==> config.mk <==
export PLATFORM = sky130hd
export DESIGN_NAME = irq_sequencer
export DESIGN_NICKNAME = d
export VERILOG_FILES = /design/src/rtl/irq_seq_pkg.sv /design/src/rtl/irq_prio_enc.sv /design/src/rtl/irq_sequencer.sv
export SDC_FILE = /design/constraint.sdc
export NUM_CORES = 1
export LEC_CHECK = 0
export CAP_MARGIN = 20
export CORE_ASPECT_RATIO = 0.5
export CORE_MARGIN = 3
export CORE_UTILIZATION = 35
export CTS_CLUSTER_DIAMETER = 150
export DETAILED_ROUTE_END_ITERATION = 16
export GPL_ROUTABILITY_DRIVEN = 0
export PLACE_DENSITY = 0.79
export REMOVE_ABC_BUFFERS = 1
export SYNTH_ARGS = -nofsm -noshare
export SYNTH_HDL_FRONTEND = slang
export SYNTH_SLANG_ARGS = --single-unit
==> constraint.sdc <==
create_clock -name clk -period 2.7 [get_ports clk]
set_input_delay 0.81 -clock clk [delete_from_list [all_inputs] [get_ports clk]]
set_output_delay 0.81 -clock clk [all_outputs]
set_load 0.02 [all_outputs]
==> src/rtl/irq_seq_pkg.sv <==
// Shared types and defaults for the interrupt sequencer.
package irq_seq_pkg;

    typedef enum logic {
        IDLE   = 1'b0,
        IN_ISR = 1'b1
    } state_t;

    localparam logic [15:0] VEC_BASE_DEF   = 16'h0010;
    localparam int          VEC_STRIDE_DEF = 4;

    // Vector address of source idx; wraps at 16 bits like the PC does.
    function automatic logic [15:0] vec_addr(input logic [15:0] base,
                                             input int          stride,
                                             input logic [2:0]  idx);
        int off;
        off = int'(idx) * stride;
        return base + off[15:0];
    endfunction

endpackage

==> src/rtl/irq_prio_enc.sv <==
// Lowest-index-first priority encoder: index 0 has the highest priority.
module irq_prio_enc #(
    parameter int N = 4
) (
    input  logic [N-1:0] req,
    output logic [2:0]   idx,
    output logic         any_valid
);

    // Scan from the top down so the lowest set bit is the last one written.
    always_comb begin
        idx       = '0;
        any_valid = 1'b0;
        for (int i = N - 1; i >= 0; i--) begin
            if (req[i]) begin
                idx       = 3'(i);
                any_valid = 1'b1;
            end
        end
    end

endmodule

==> src/rtl/irq_sequencer.sv <==
// Interrupt sequencer for the 16-bit PC block.
// Latches rising edges of irq_in as pending requests, masks them, picks the
// lowest enabled index and injects it at an instruction commit boundary.
// Optional build macro IRQ_SYNC_EN: adds a two-flop synchronizer on each
// irq_in ahead of the edge detector (two extra cycles of latency).
//
// Commit qualification: commit_valid marks the single cycle in which the core
// retires an instruction; mret_commit and pc_next are only meaningful while
// commit_valid is high. interrupt is asserted in that same cycle so the PC
// block samples it on the same edge as the retirement.
module irq_sequencer
    import irq_seq_pkg::*;
#(
    parameter int          NUM_IRQ    = 4,
    parameter logic [15:0] VEC_BASE   = VEC_BASE_DEF,
    parameter int          VEC_STRIDE = VEC_STRIDE_DEF
) (
    input  logic               clk,
    input  logic               reset,
    input  logic [NUM_IRQ-1:0] irq_in,
    input  logic               commit_valid,
    input  logic               mret_commit,
    input  logic [15:0]        pc_next,
    input  logic               cfg_we,
    input  logic [NUM_IRQ:0]   cfg_wdata,
    output logic [NUM_IRQ:0]   cfg_rdata,
    output logic               interrupt,
    output logic [15:0]        isr_target,
    output logic [15:0]        isr_return,
    output logic               in_service,
    output logic [2:0]         active_id,
    output logic [NUM_IRQ-1:0] pending,
    output logic               mret_spurious
);

    state_t             state_q, state_d;
    logic [NUM_IRQ-1:0] irq_s;
    logic [NUM_IRQ-1:0] prev_q;
    logic [NUM_IRQ-1:0] rise;
    logic [NUM_IRQ-1:0] pending_q;
    logic [NUM_IRQ-1:0] mask_q;
    logic               gie_q;
    logic [15:0]        epc_q;
    logic [2:0]         active_q;
    logic [NUM_IRQ-1:0] elig;
    logic [NUM_IRQ-1:0] take_clr;
    logic [2:0]         sel_idx;
    logic               any_elig;
    logic               take;

`ifdef IRQ_SYNC_EN
    logic [NUM_IRQ-1:0] sync1_q, sync2_q;

    // Two-flop synchronizer for asynchronous request lines.
    always_ff @(posedge clk or posedge reset) begin
        if (reset) begin
            sync1_q <= '0;
            sync2_q <= '0;
        end else begin
            sync1_q <= irq_in;
            sync2_q <= sync1_q;
        end
    end

    assign irq_s = sync2_q;
`else
    assign irq_s = irq_in;
`endif

    assign rise = irq_s & ~prev_q;
    assign elig = pending_q & mask_q;

    irq_prio_enc #(.N(NUM_IRQ)) u_prio_enc (
        .req       (elig),
        .idx       (sel_idx),
        .any_valid (any_elig)
    );

    // Next state plus the Mealy take/spurious strobes.
    always_comb begin
        state_d       = state_q;
        take          = 1'b0;
        mret_spurious = 1'b0;
        case (state_q)
            IDLE: begin
                if (gie_q && any_elig && commit_valid && !mret_commit) begin
                    take    = 1'b1;
                    state_d = IN_ISR;
                end
                mret_spurious = commit_valid && mret_commit;
            end
            IN_ISR: begin
                // No nesting: only the handler's MRET leaves this state.
                if (commit_valid && mret_commit) begin
                    state_d = IDLE;
                end
            end
            default: state_d = IDLE;
        endcase
    end

    assign take_clr = take ? (NUM_IRQ'(1) << sel_idx) : '0;

    // State register.
    always_ff @(posedge clk or posedge reset) begin
        if (reset) state_q <= IDLE;
        else       state_q <= state_d;
    end

    // Edge detector and pending bits; a new rise beats a same-cycle clear.
    always_ff @(posedge clk or posedge reset) begin
        if (reset) begin
            prev_q    <= '0;
            pending_q <= '0;
        end else begin
            prev_q    <= irq_s;
            pending_q <= (pending_q & ~take_clr) | rise;
        end
    end

    // Configuration register; a same-cycle take still sees the old value.
    always_ff @(posedge clk or posedge reset) begin
        if (reset) begin
            gie_q  <= 1'b0;
            mask_q <= '0;
        end else if (cfg_we) begin
            gie_q  <= cfg_wdata[NUM_IRQ];
            mask_q <= cfg_wdata[NUM_IRQ-1:0];
        end
    end

    // Return PC and serviced source captured on take.
    always_ff @(posedge clk or posedge reset) begin
        if (reset) begin
            epc_q    <= '0;
            active_q <= '0;
        end else if (take) begin
            epc_q    <= pc_next;
            active_q <= sel_idx;
        end
    end

    assign interrupt  = take;
    assign isr_target = vec_addr(VEC_BASE, VEC_STRIDE, sel_idx);
    assign isr_return = epc_q;
    assign in_service = (state_q == IN_ISR);
    assign active_id  = active_q;
    assign pending    = pending_q;
    assign cfg_rdata  = {gie_q, mask_q};

endmodule

; ---- Yosys cells after proc, flatten, opt, wreduce, memory -nomap -nowiden
; Index checks and enable logic that the tools add are counted.
; W data, S select, Z words.
[op_classes]
add_sub_neg = 1
shifts = 1
muxes = 14
bitwise_logic = 7
reduce_logical = 5
[op_table]
columns = cell, n
row1 = $and A4 B4 Y4, 3
row2 = $mux W1, 8
row3 = $mux W2, 4
row4 = $not A4 Y4, 2
row5 = $add A5 B5 Y6 const A, 1
row6 = $logic_and A1 B1 Y1, 4
row7 = $mux W4, 1
row8 = $or A4 B4 Y4, 1
row9 = $shl A1 B3 Y4 const A, 1
row10 = $pmux W1 S2, 1
row11 = $logic_not A1 Y1, 1
row12 = $not A1 Y1, 1
[word_totals]
register_bits = 33
input_bits = 30
wordCells = 35

; ---- Depth between registers and ports, before layout
; Gate-level depths: netlist of the first run.
[depth]
ltp_word = 14
depth_mapped = 6
depth_no_buf = 4

; ---- Modules after synthesis
; From an unflattened synthesis of the first run, not the netlist that was laid out.
[hier_totals]
cells_unflattened = 109
hier_area_um2 = 1492.7
[modules_own_cells]
columns = mod, n_inst, cells_each, area_each_um2, seq_area_each_um2
row1 = irq_sequencer, 1, 100, 1446.4, 825.8
row2 = irq_prio_enc, 1, 9, 46.3, 0.0

; ---- Worst setup path before layout of the first run
; OpenSTA, ideal clock, no wires.
[synth_path]
path_kind = input to output
from = input mret_commit
to = output interrupt
t_arrival_ps = 1575
path_slack_ps = 315
path_stages = 4
n_path_buf = 2
path_cell_list = and4bb_1 -> o21a_1 -> buf_6 -> buf_12
[synth_between]
elab_chain_len = 4
[synth_rtl]
columns = element, line
row1 = "start, declared", irq_sequencer.sv:22  ; input logic mret_commit,
row2 = $logic_not A1 Y1, irq_sequencer.sv:86  ; if (gie_q && any_elig && commit_valid && !mret_commit) begin
row3 = $logic_and A1 B1 Y1, irq_sequencer.sv:86
row4 = $mux W1, irq_sequencer.sv:86
row5 = $mux W1, irq_sequencer.sv:84  ; case (state_q)
row6 = "end, declared", irq_sequencer.sv:27  ; output logic interrupt,
; Every way passes these cells.

; ---- Worst setup path in the final report of the first run
; Same ends and word-level chain as after synthesis.

==> results of run 1 <==
## power by group through the flow
| stage | Sequential, W | Combinational, W | Clock [W] |
|---|---|---|---|
| after floorplan | 0.000827 | 0.000196 | 0 |
| after global placement | 0.000680 | 0.000679 | 0 |
| after detailed placement | 0.000686 | 0.000686 | 0 |
| after CTS | 0.000680 | 0.000687 | 0.000401 |
| after global routing | 0.000694 | 0.000716 | 0.000427 |
| final | 0.000678 | 0.000678 | 0.000393 |
## routing by layer
layer / vias to the layer above / global-route usage (%) / wire length (µm)
li1: 454 / - / -
met1: 501 / 16.2 / 1250
met2: 36 / 23.9 / 1670
met3: 9 / 3.68 / 157
met4: 0 / 5.42 / 75
met5: - / 0 / 0
## final cells by class
type                            count  area, µm²
Fill cell                         316       1540
Sequential cell                    32        801
Timing Repair Buffer               64        629
Multi-Input combinational cell     62        488
Clock buffer                        7       96.3
Tap cell                           51       63.8
Inverter                            6       22.5
## cell families (layout without fill, tap and decap cells)
group                  count (synthesis)  in the layout  share of synthesized area, %
flip-flops                            32             32                          56.6
buffers and inverters                 24             77                          12.3
multiplexers                          22             22                          19.6
AND/OR/NAND/NOR                       13             13                          4.60
AO/OA/AOI/OAI                         12             12                          6.28
other                                  2             15                         0.531
## worst max-delay path: cells and delay by family
family | cells | cell delay [ps]
and+or+nand+nor | 1 | 300
buffers and inverters | 2 | 560
AOI/OAI and AO/OA | 1 | 150
## cell usage in the layout (no fill, tap or decap)
master / netlist / final
clkdlybuf4s50_1: 0 / 59
dfrtp_1: 32 / 32
conb_1: 2 / 15
mux2_2: 14 / 14
mux2_4: 8 / 8
nand2_1: 7 / 7
clkbuf_8: 0 / 7
inv_1: 5 / 5
buf_4: 16 / 4
a22o_1: 3 / 3
a21oi_1: 3 / 3
nor2_1: 2 / 2
nand3_1: 2 / 2
o21ai_0: 2 / 2
a22oi_2: 1 / 1
inv_2: 1 / 1
and4bb_1: 1 / 1
o21a_1: 1 / 1
a32oi_1: 1 / 1
and2b_2: 1 / 1
a21o_2: 1 / 1
dlygate4sd2_1: 0 / 1
## repair_timing
item / CTS / global route
setup endpoints to repair: 2 / 1
gates resized for setup: 5 / 1
hold buffers: 0 / 0
## flip-flops by register name, indices dropped and copies added (netlist names)
| register | cells |
|---|---|
| isr_return | 16 |
| mask_q | 4 |
| prev_q | 4 |
| pending | 4 |
| in_service | 1 |
| active_id | 2 |
| gie_q | 1 |
## worst paths after layout
| path | startpoint | to | slack (ps) | cells past startpoint |
|---|---|---|---|---|
| max | mret_commit | interrupt | 70 | 4 |
| min | prev_q[0] | pending[0] | 450 | 1 |
| max reg2reg | in_service | isr_return[10] | 1060 | 4 |
| min reg2reg | prev_q[0] | pending[0] | 450 | 1 |
| max in group asynchronous | reset | mask_q[0] | 1490 | 3 |
| min in group asynchronous | reset | isr_return[3] | 920 | 3 |
## metrics by stage
| stage | hold slack [ps] | util, % | std cells | instance area, µm² | power [W] |
|---|---|---|---|---|---|
| 6_report | 452 | 57.7 | 222 | 2100 | 0.00175 |
| 5_1_grt | 459 | 57.7 | 222 | 2100 | 0.00184 |
| 4_1_cts | 458 | 57.6 | 222 | 2100 | 0.00177 |
| 3_5_place_dp | 411 | 55.2 | 215 | 2010 | 0.00137 |
| 3_3_place_gp | 402 | 55.2 | 215 | 2010 | 0.00136 |
| 2_1_floorplan | 400 | - | 100 | 1310 | 0.00102 |
==> flow_summary.ini, run 1 <==
[outcome]
status = completed

[clocking]
clock_latency_ps = 280
htreeDepth = 2
clock-root-buffer = clkbuf_8
cts.clk_slew.worst_paths_ps = 60
cts_tree = built
numCtsBuffers = 5
clockBufferDepth = 2
post-cts-setup-buffers = 0
cts.sinks = 32

[die]
dieArea_mm2 = 0.00488
ios = 77
core.rowCount = 15
die_width_um = 95.9
core_mm2 = 0.00364
start_util_pct = 38.8
die_h_um = 50.9

[synth]
synth_cell_type_count = 21
synth_most_common_cell = dfrtp_1
netlist_top_cells_area = dfrtp_1 (57%), mux2_2 (11%), buf_4 (8.5%)
synth-edff-count = 0
ys_seq_area_share_pct = 56.6
synth_area_mm2 = 0.00141
synthCells = 105
ys_ff_latch = 32
synth.avg_cell_area_um2 = 13.5
yosysTopAreaCell = dfrtp_1
netlist_top_cells_count = dfrtp_1 (32), buf_4 (16), mux2_2 (14)
synthArstFlopShare_pct = 100
synth_top_area_share_pct = 56.6
yosys_warnings = 0
yosys_most_used_dff = dfrtp_1

[global_route]
grt_antenna_before_repair = 0
grt_max_degree = 33
grt-ovfl-total = 0
grt_pass1_wl_um = 5050
grt_usage_pct = 13.7
grt_pass1_vias = 1018

[setup_path]
cp_slowest_stage_delay_ps = 410
cpMaxStageDelayCell = clkdlybuf4s50_1
worstSetupStartpointType = primary input
critPathCaptureType = output port
cp_cell_sequence = clkdlybuf4s50_1, and4bb_1, o21a_1, buf_4
required_ps = 1890
path_class = in -> out
crit_fanout = 2
arrival_ps = 1820

[place]
io_buffers = 61
place_ws_ps = -407
dp_hpwl_um = 2420

[pwr]
power.density_mw_per_mm2 = 832
combPwrFrac_pct = 38.8
pwr-share-clk_pct = 22.5
seqPwrFrac_pct = 38.8
p_int_w = 0.00120
peakVddDrop_v = 0.000240
p_leak_nw = 0.945
switching_share_pct = 31.3
power.switching_w = 0.000547

[route]
avgViaCountPerCell = 4.50
drc_errors = 0
dr.pass1.iters = 4
vias = 1000
drt_iter0_drc = 27
wl_per_cell_um = 14.2
drt-total-wl_um = 3150
ant_nets = 0

[sta]
fin_skew_ps = 6.16
finalCritPeriodShare_pct = 97.3
max_clock_freq_ghz = 0.381
setup_ws_ps = 73.0
finalSetupTns_ps = 0
rsz0062_at_grt = no
hold_violations = 0
setup_viol = 0
slew_viol_final = 0
final.min_clock_period_ps = 2630

[run]
drv_cap = 0

[cells_and_area]
final_layout_size_suffix_gt1_share_pct = 21.6
nets = 201
num_antenna_cells = 0
area_delta_synth_final_pct = 48.6

[hold_path]
hold_path_class = reg -> reg
(Power assumes the default switching activity.)
==> inputs of run 2 (changes only) <==
--- a/config.mk
+++ b/config.mk
@@ -5,7 +5,6 @@
 export SDC_FILE = /design/constraint.sdc
 export NUM_CORES = 1
 export LEC_CHECK = 0
-export CAP_MARGIN = 20
 export CORE_ASPECT_RATIO = 0.5
 export CORE_MARGIN = 3
 export CORE_UTILIZATION = 35
@@ -17,3 +16,4 @@
 export SYNTH_ARGS = -nofsm -noshare
 export SYNTH_HDL_FRONTEND = slang
 export SYNTH_SLANG_ARGS = --single-unit
+export TNS_END_PERCENT = 10
==> constraint.sdc (replaced) <==
create_clock -name clk -period 3.3 [get_ports clk]
set_input_delay 0.99 -clock clk [delete_from_list [all_inputs] [get_ports clk]]
set_output_delay 0.99 -clock clk [all_outputs]
set_load 0.02 [all_outputs]
==> run 2 against run 1 <==
Compared with the run above:
- combinational power fell by 18%
- non-clock buffer count did not move
- clock power fell by 22%
- final area barely moved
- sequential cell count did not move
- critical endpoint unchanged
- largest cell class unchanged
==> flow_summary.ini, run 2 (synthesis results as in run 1) <==
[setup_path]
cp_cell_sequence = clkdlybuf4s50_1, and4bb_1, o21a_1, dlygate4sd2_1
crit_fanout = 2
path_class = in -> out
worstSetupStartpointType = primary input
critPathLaunch = mret_commit
endpoint = interrupt
cp_slowest_stage_delay_ps = 420
critPathCaptureType = output port
reg2reg_depth = 4
worstReg2RegStart = in_service
required_ps = 2310
arrival_ps = 2230
timing.reg2reg.setup_slack_ps = 1640
cpMaxStageDelayCell = clkdlybuf4s50_1
r2r_end = isr_return[6]

[clocking]
clock-root-buffer = clkbuf_8
numCtsBuffers = 5
clock_latency_ps = 280
htreeDepth = 2
cts_tree = built
post-cts-setup-buffers = 0
cts.sinks = 32
cts.clk_slew.worst_paths_ps = 60
clockBufferDepth = 2

[pwr]
peakVddDrop_v = 0.000310
p_leak_nw = 0.954
total_power_w = 0.00141
power.density_mw_per_mm2 = 673

[cells_and_area]
num-fill-cells = 296
largest_reg_flops = 16
area_delta_synth_final_pct = 48.5
nets = 201
fin_util_pct = 57.7
final_layout_size_suffix_gt1_share_pct = 20.3
final_common_cell = clkdlybuf4s50_1
final_cell_mix = clkdlybuf4s50_1 (59), dfrtp_1 (32), conb_1 (15)
num_antenna_cells = 0
fin_cells = 223

[outcome]
status = completed

[sta]
final.min_clock_period_ps = 3220
slew_viol_final = 0
rsz0062_at_grt = no
finalSetupTns_ps = 0
fin_skew_ps = 1.63
hold_violations = 0
setup_viol = 0
max_clock_freq_ghz = 0.311
finalCritPeriodShare_pct = 97.5
setup_ws_ps = 84.1

[global_route]
grt_antenna_before_repair = 0
grt_usage_pct = 14.2
grt_max_degree = 33
grt-ovfl-total = 0
grt_pass1_wl_um = 5170
grt_pass1_vias = 971

[place]
place_ws_ps = -208
dp.cells = 215
dp_hpwl_um = 2450
io_buffers = 61

[route]
avgViaCountPerCell = 4.33
vias = 965
drt-total-wl_um = 3110
ant_nets = 0
wl_per_cell_um = 13.9
dr.pass1.iters = 4
drt_iter0_drc = 23
drc_errors = 0

[run]
drv_cap = 0

[die]
start_util_pct = 38.8
ios = 77
dieArea_mm2 = 0.00488
die_h_um = 50.9
die_width_um = 95.9
core.rowCount = 15
core_mm2 = 0.00364

[hold_path]
hold_path_class = reg -> reg
hp-start = prev_q[0]
min_path_cells = 1
run 2: changes by cell type in the layout (fill, tap and decap cells not counted), sizes merged:
cell          previous run  this run
buf                      4         3
clkbuf                   7         8
dlymetal6s2s             0         1
run 2: layout make-up:
type | instances | area [µm²] | share of cell area (%)
Clock buffer | 8 | 90.1 | 4.29
Tap cell | 51 | 63.8 | 3.04
Multi-Input combinational cell | 62 | 488 | 23.2
Sequential cell | 32 | 801 | 38.1
Timing Repair Buffer | 64 | 634 | 30.2
Inverter | 6 | 22.5 | 1.07
run 2: how the worst min path moves through the flow:
stage	endpoint
after floorplan	pending[0]
after global placement	pending[1]
after detailed placement	pending[0]
after CTS	pending[0]
after global routing	pending[0]
final	pending[0]
run 2: routing by layer:
metal | part of all wire (%) | vias up | track usage (%)
met3 | 4.4 | 5 | 3.97
met1 | 43 | 477 | 17.5
met2 | 51 | 25 | 23.7
li1 | - | 458 | -
met5 | 0 | - | 0
met4 | 1.6 | 0 | 5.66
run 2: report_power, final:
part | internal, W | switching (W)
Sequential | 0.000493 | 0.0000602
Clock | 0.000170 | 0.000136
Combinational | 0.000305 | 0.000249
run 2: timing repair:
action                                  CTS  global route
gates resized for setup                   1             1
cloned                                    0             0
endpoints found under the setup margin    1             1
hold buffers                              0             0
pin swaps                                 0             0
run 2: critical path, delay by kind of cell:
kind / cells / cell delay [ps]
compound gates: 1 / 150
buf+inv: 2 / 770
simple gates: 1 / 310
run 2: per-stage QoR:
stage | area, µm² | hold WS (ps)
finish | 2100 | 416
global route | 2100 | 459
CTS | 2100 | 419
detailed placement | 2010 | 411
global placement | 2010 | 404
floorplan | 1310 | 400
==> inputs of run 3 (changes only) <==
--- a/config.mk
+++ b/config.mk
@@ -8,6 +8,7 @@
 export CORE_ASPECT_RATIO = 0.5
 export CORE_MARGIN = 3
 export CORE_UTILIZATION = 35
+export CTS_BUF_LIST = sky130_fd_sc_hd__clkbuf_8
 export CTS_CLUSTER_DIAMETER = 150
 export DETAILED_ROUTE_END_ITERATION = 16
 export GPL_ROUTABILITY_DRIVEN = 0
==> constraint.sdc (replaced) <==
create_clock -name clk -period 4 [get_ports clk]
set_input_delay 1.2 -clock clk [delete_from_list [all_inputs] [get_ports clk]]
set_output_delay 1.2 -clock clk [all_outputs]
set_load 0.02 [all_outputs]
==> run 3 against run 2 <==
Compared with the run above:
- clock power shrank 25%
- setup slack improved by 19 ps
- wire length is 2.1% higher
- clock skew increased by 6.7 ps
- sequential power shrank 17%
- utilization is 0.38 points lower
- total power shrank 19%
- final cell count decreased by 0.45%
- sequential cell count did not move
- via count up 0.62%
- first-iteration DRC count shrank 61%
- final area is 0.66% lower
- critical endpoint unchanged
- largest power group unchanged
- highest routed layer unchanged
==> flow_summary.ini, run 3 (synthesis results as in run 1) <==
[clocking]
clock-root-buffer = clkbuf_8
cts.clk_slew.worst_paths_ps = 70
clock_latency_ps = 280
numCtsBuffers = 5
post-cts-setup-buffers = 0
cts_tree = built
postCtsHoldBufs = 0
cts_resized = 0
htreeDepth = 2
cts.sinks = 32
clockBufferDepth = 2

[sta]
finalCritPeriodShare_pct = 97.4
setup_viol = 0
fin_skew_ps = 8.33
slew_viol_final = 0
worstMarginPinSlew_ps = 725
hold_violations = 0
rsz0062_at_grt = no
max_clock_freq_ghz = 0.257
final.min_clock_period_ps = 3900
max_slew_margin_pct = 51.6
setup_ws_ps = 103
finalSetupTns_ps = 0

[route]
dr.pass1.iters = 4
drc_errors = 0
drt_iter0_drc = 9
avgViaCountPerCell = 4.37
vias = 971
wl_per_cell_um = 14.3
drt-total-wl_um = 3170
ant_nets = 0

[cells_and_area]
num_antenna_cells = 0
seq_area_um2 = 801
num-fill-cells = 316
largest_reg_flops = 16
multiInputGateArea_um2 = 488
final_common_cell = clkdlybuf4s50_1
fin_cells = 222
nets = 201
final_layout_size_suffix_gt1_share_pct = 20.5
final_cell_mix = clkdlybuf4s50_1 (61), dfrtp_1 (32), conb_1 (15)
area_delta_synth_final_pct = 47.5

[setup_path]
reg2reg_depth = 4
crit_fanout = 2
required_ps = 2800
path_class = in -> out
critPathCaptureType = output port
worstSetupStartpointType = primary input
arrival_ps = 2700

[die]
die_width_um = 95.9
core.rowCount = 15
die_h_um = 50.9
ios = 77
dieArea_mm2 = 0.00488
core_mm2 = 0.00364
start_util_pct = 38.8

[hold_path]
min_path_cells = 1
hold_path_class = reg -> reg

[global_route]
grt_pass1_wl_um = 5040
grt_usage_pct = 13.9
grt_pass1_vias = 995
grt_max_degree = 21
grt-ovfl-total = 0
grt_antenna_before_repair = 0

[run]
drv_cap = 0

[place]
dp.cells = 215
dp_hpwl_um = 2490
place_ws_ps = 105
io_buffers = 61

[outcome]
status = completed

[pwr]
peakVddDrop_v = 0.000163
power.density_mw_per_mm2 = 549
p_leak_nw = 0.935
[run 3: changes by cell type in the layout (fill, tap and decap cells not counted), sizes merged]
cell           change
clkdlybuf4s50      +2
clkinv             +1
dlygate4sd2        -1
inv                +1
clkbuf             -3
dlymetal6s2s       -1
[run 3: power breakdown]
part	internal (W)	switching [W]
Sequential	0.000406	0.0000502
Combinational	0.000253	0.000207
Clock	0.000115	0.000113
[run 3: final cells by class]
| type | instances | share of cell area (%) |
|---|---|---|
| multi-input combinational | 62 | 23.4 |
| clock buffer | 5 | 3.30 |
| sequential | 32 | 38.4 |
| tap | 51 | 3.06 |
| clock inverter | 2 | 0.420 |
| timing repair buffer | 64 | 30.4 |
| inverter | 6 | 1.08 |
[run 3: per-stage QoR]
| step | hold slack (ps) | cell area, µm² | util [%] | power [W] |
|---|---|---|---|---|
| after global placement | 404 | 2010 | 55.2 | 0.000917 |
| after global routing | 438 | 2090 | 57.3 | 0.00120 |
| after CTS | 419 | 2090 | 57.3 | 0.00116 |
| after floorplan | 400 | 1310 | - | 0.000690 |
| final | 416 | 2090 | 57.3 | 0.00115 |
| after detailed placement | 413 | 2010 | 55.2 | 0.000927 |
[run 3: path summary, 6_finish.rpt]
kind / slack (ps) / from / end
min: 420 / prev_q[0] / pending[0]
min reg2reg: 420 / prev_q[0] / pending[0]
max in group asynchronous: 2010 / reset / mask_q[3]
min in group asynchronous: 1330 / reset / isr_return[14]
max reg2reg: 2340 / in_service / isr_return[6]
max: 100 / mret_commit / interrupt
[run 3: critical path, stage by stage]
cell and delay [ps]:
clkdlybuf4s50_1 410, and4bb_1 310, o21a_1 150, clkdlybuf4s50_1 620
[run 3: layer usage]
| metal | GRT usage, % | wire length, µm | share of wire (%) |
|---|---|---|---|
| met4 | 6.37 | 44 | 1.4 |
| met3 | 3.53 | 149 | 4.7 |
| met5 | 0 | 0 | 0 |
| met1 | 16.2 | 1300 | 41 |
| met2 | 24.2 | 1680 | 53 |
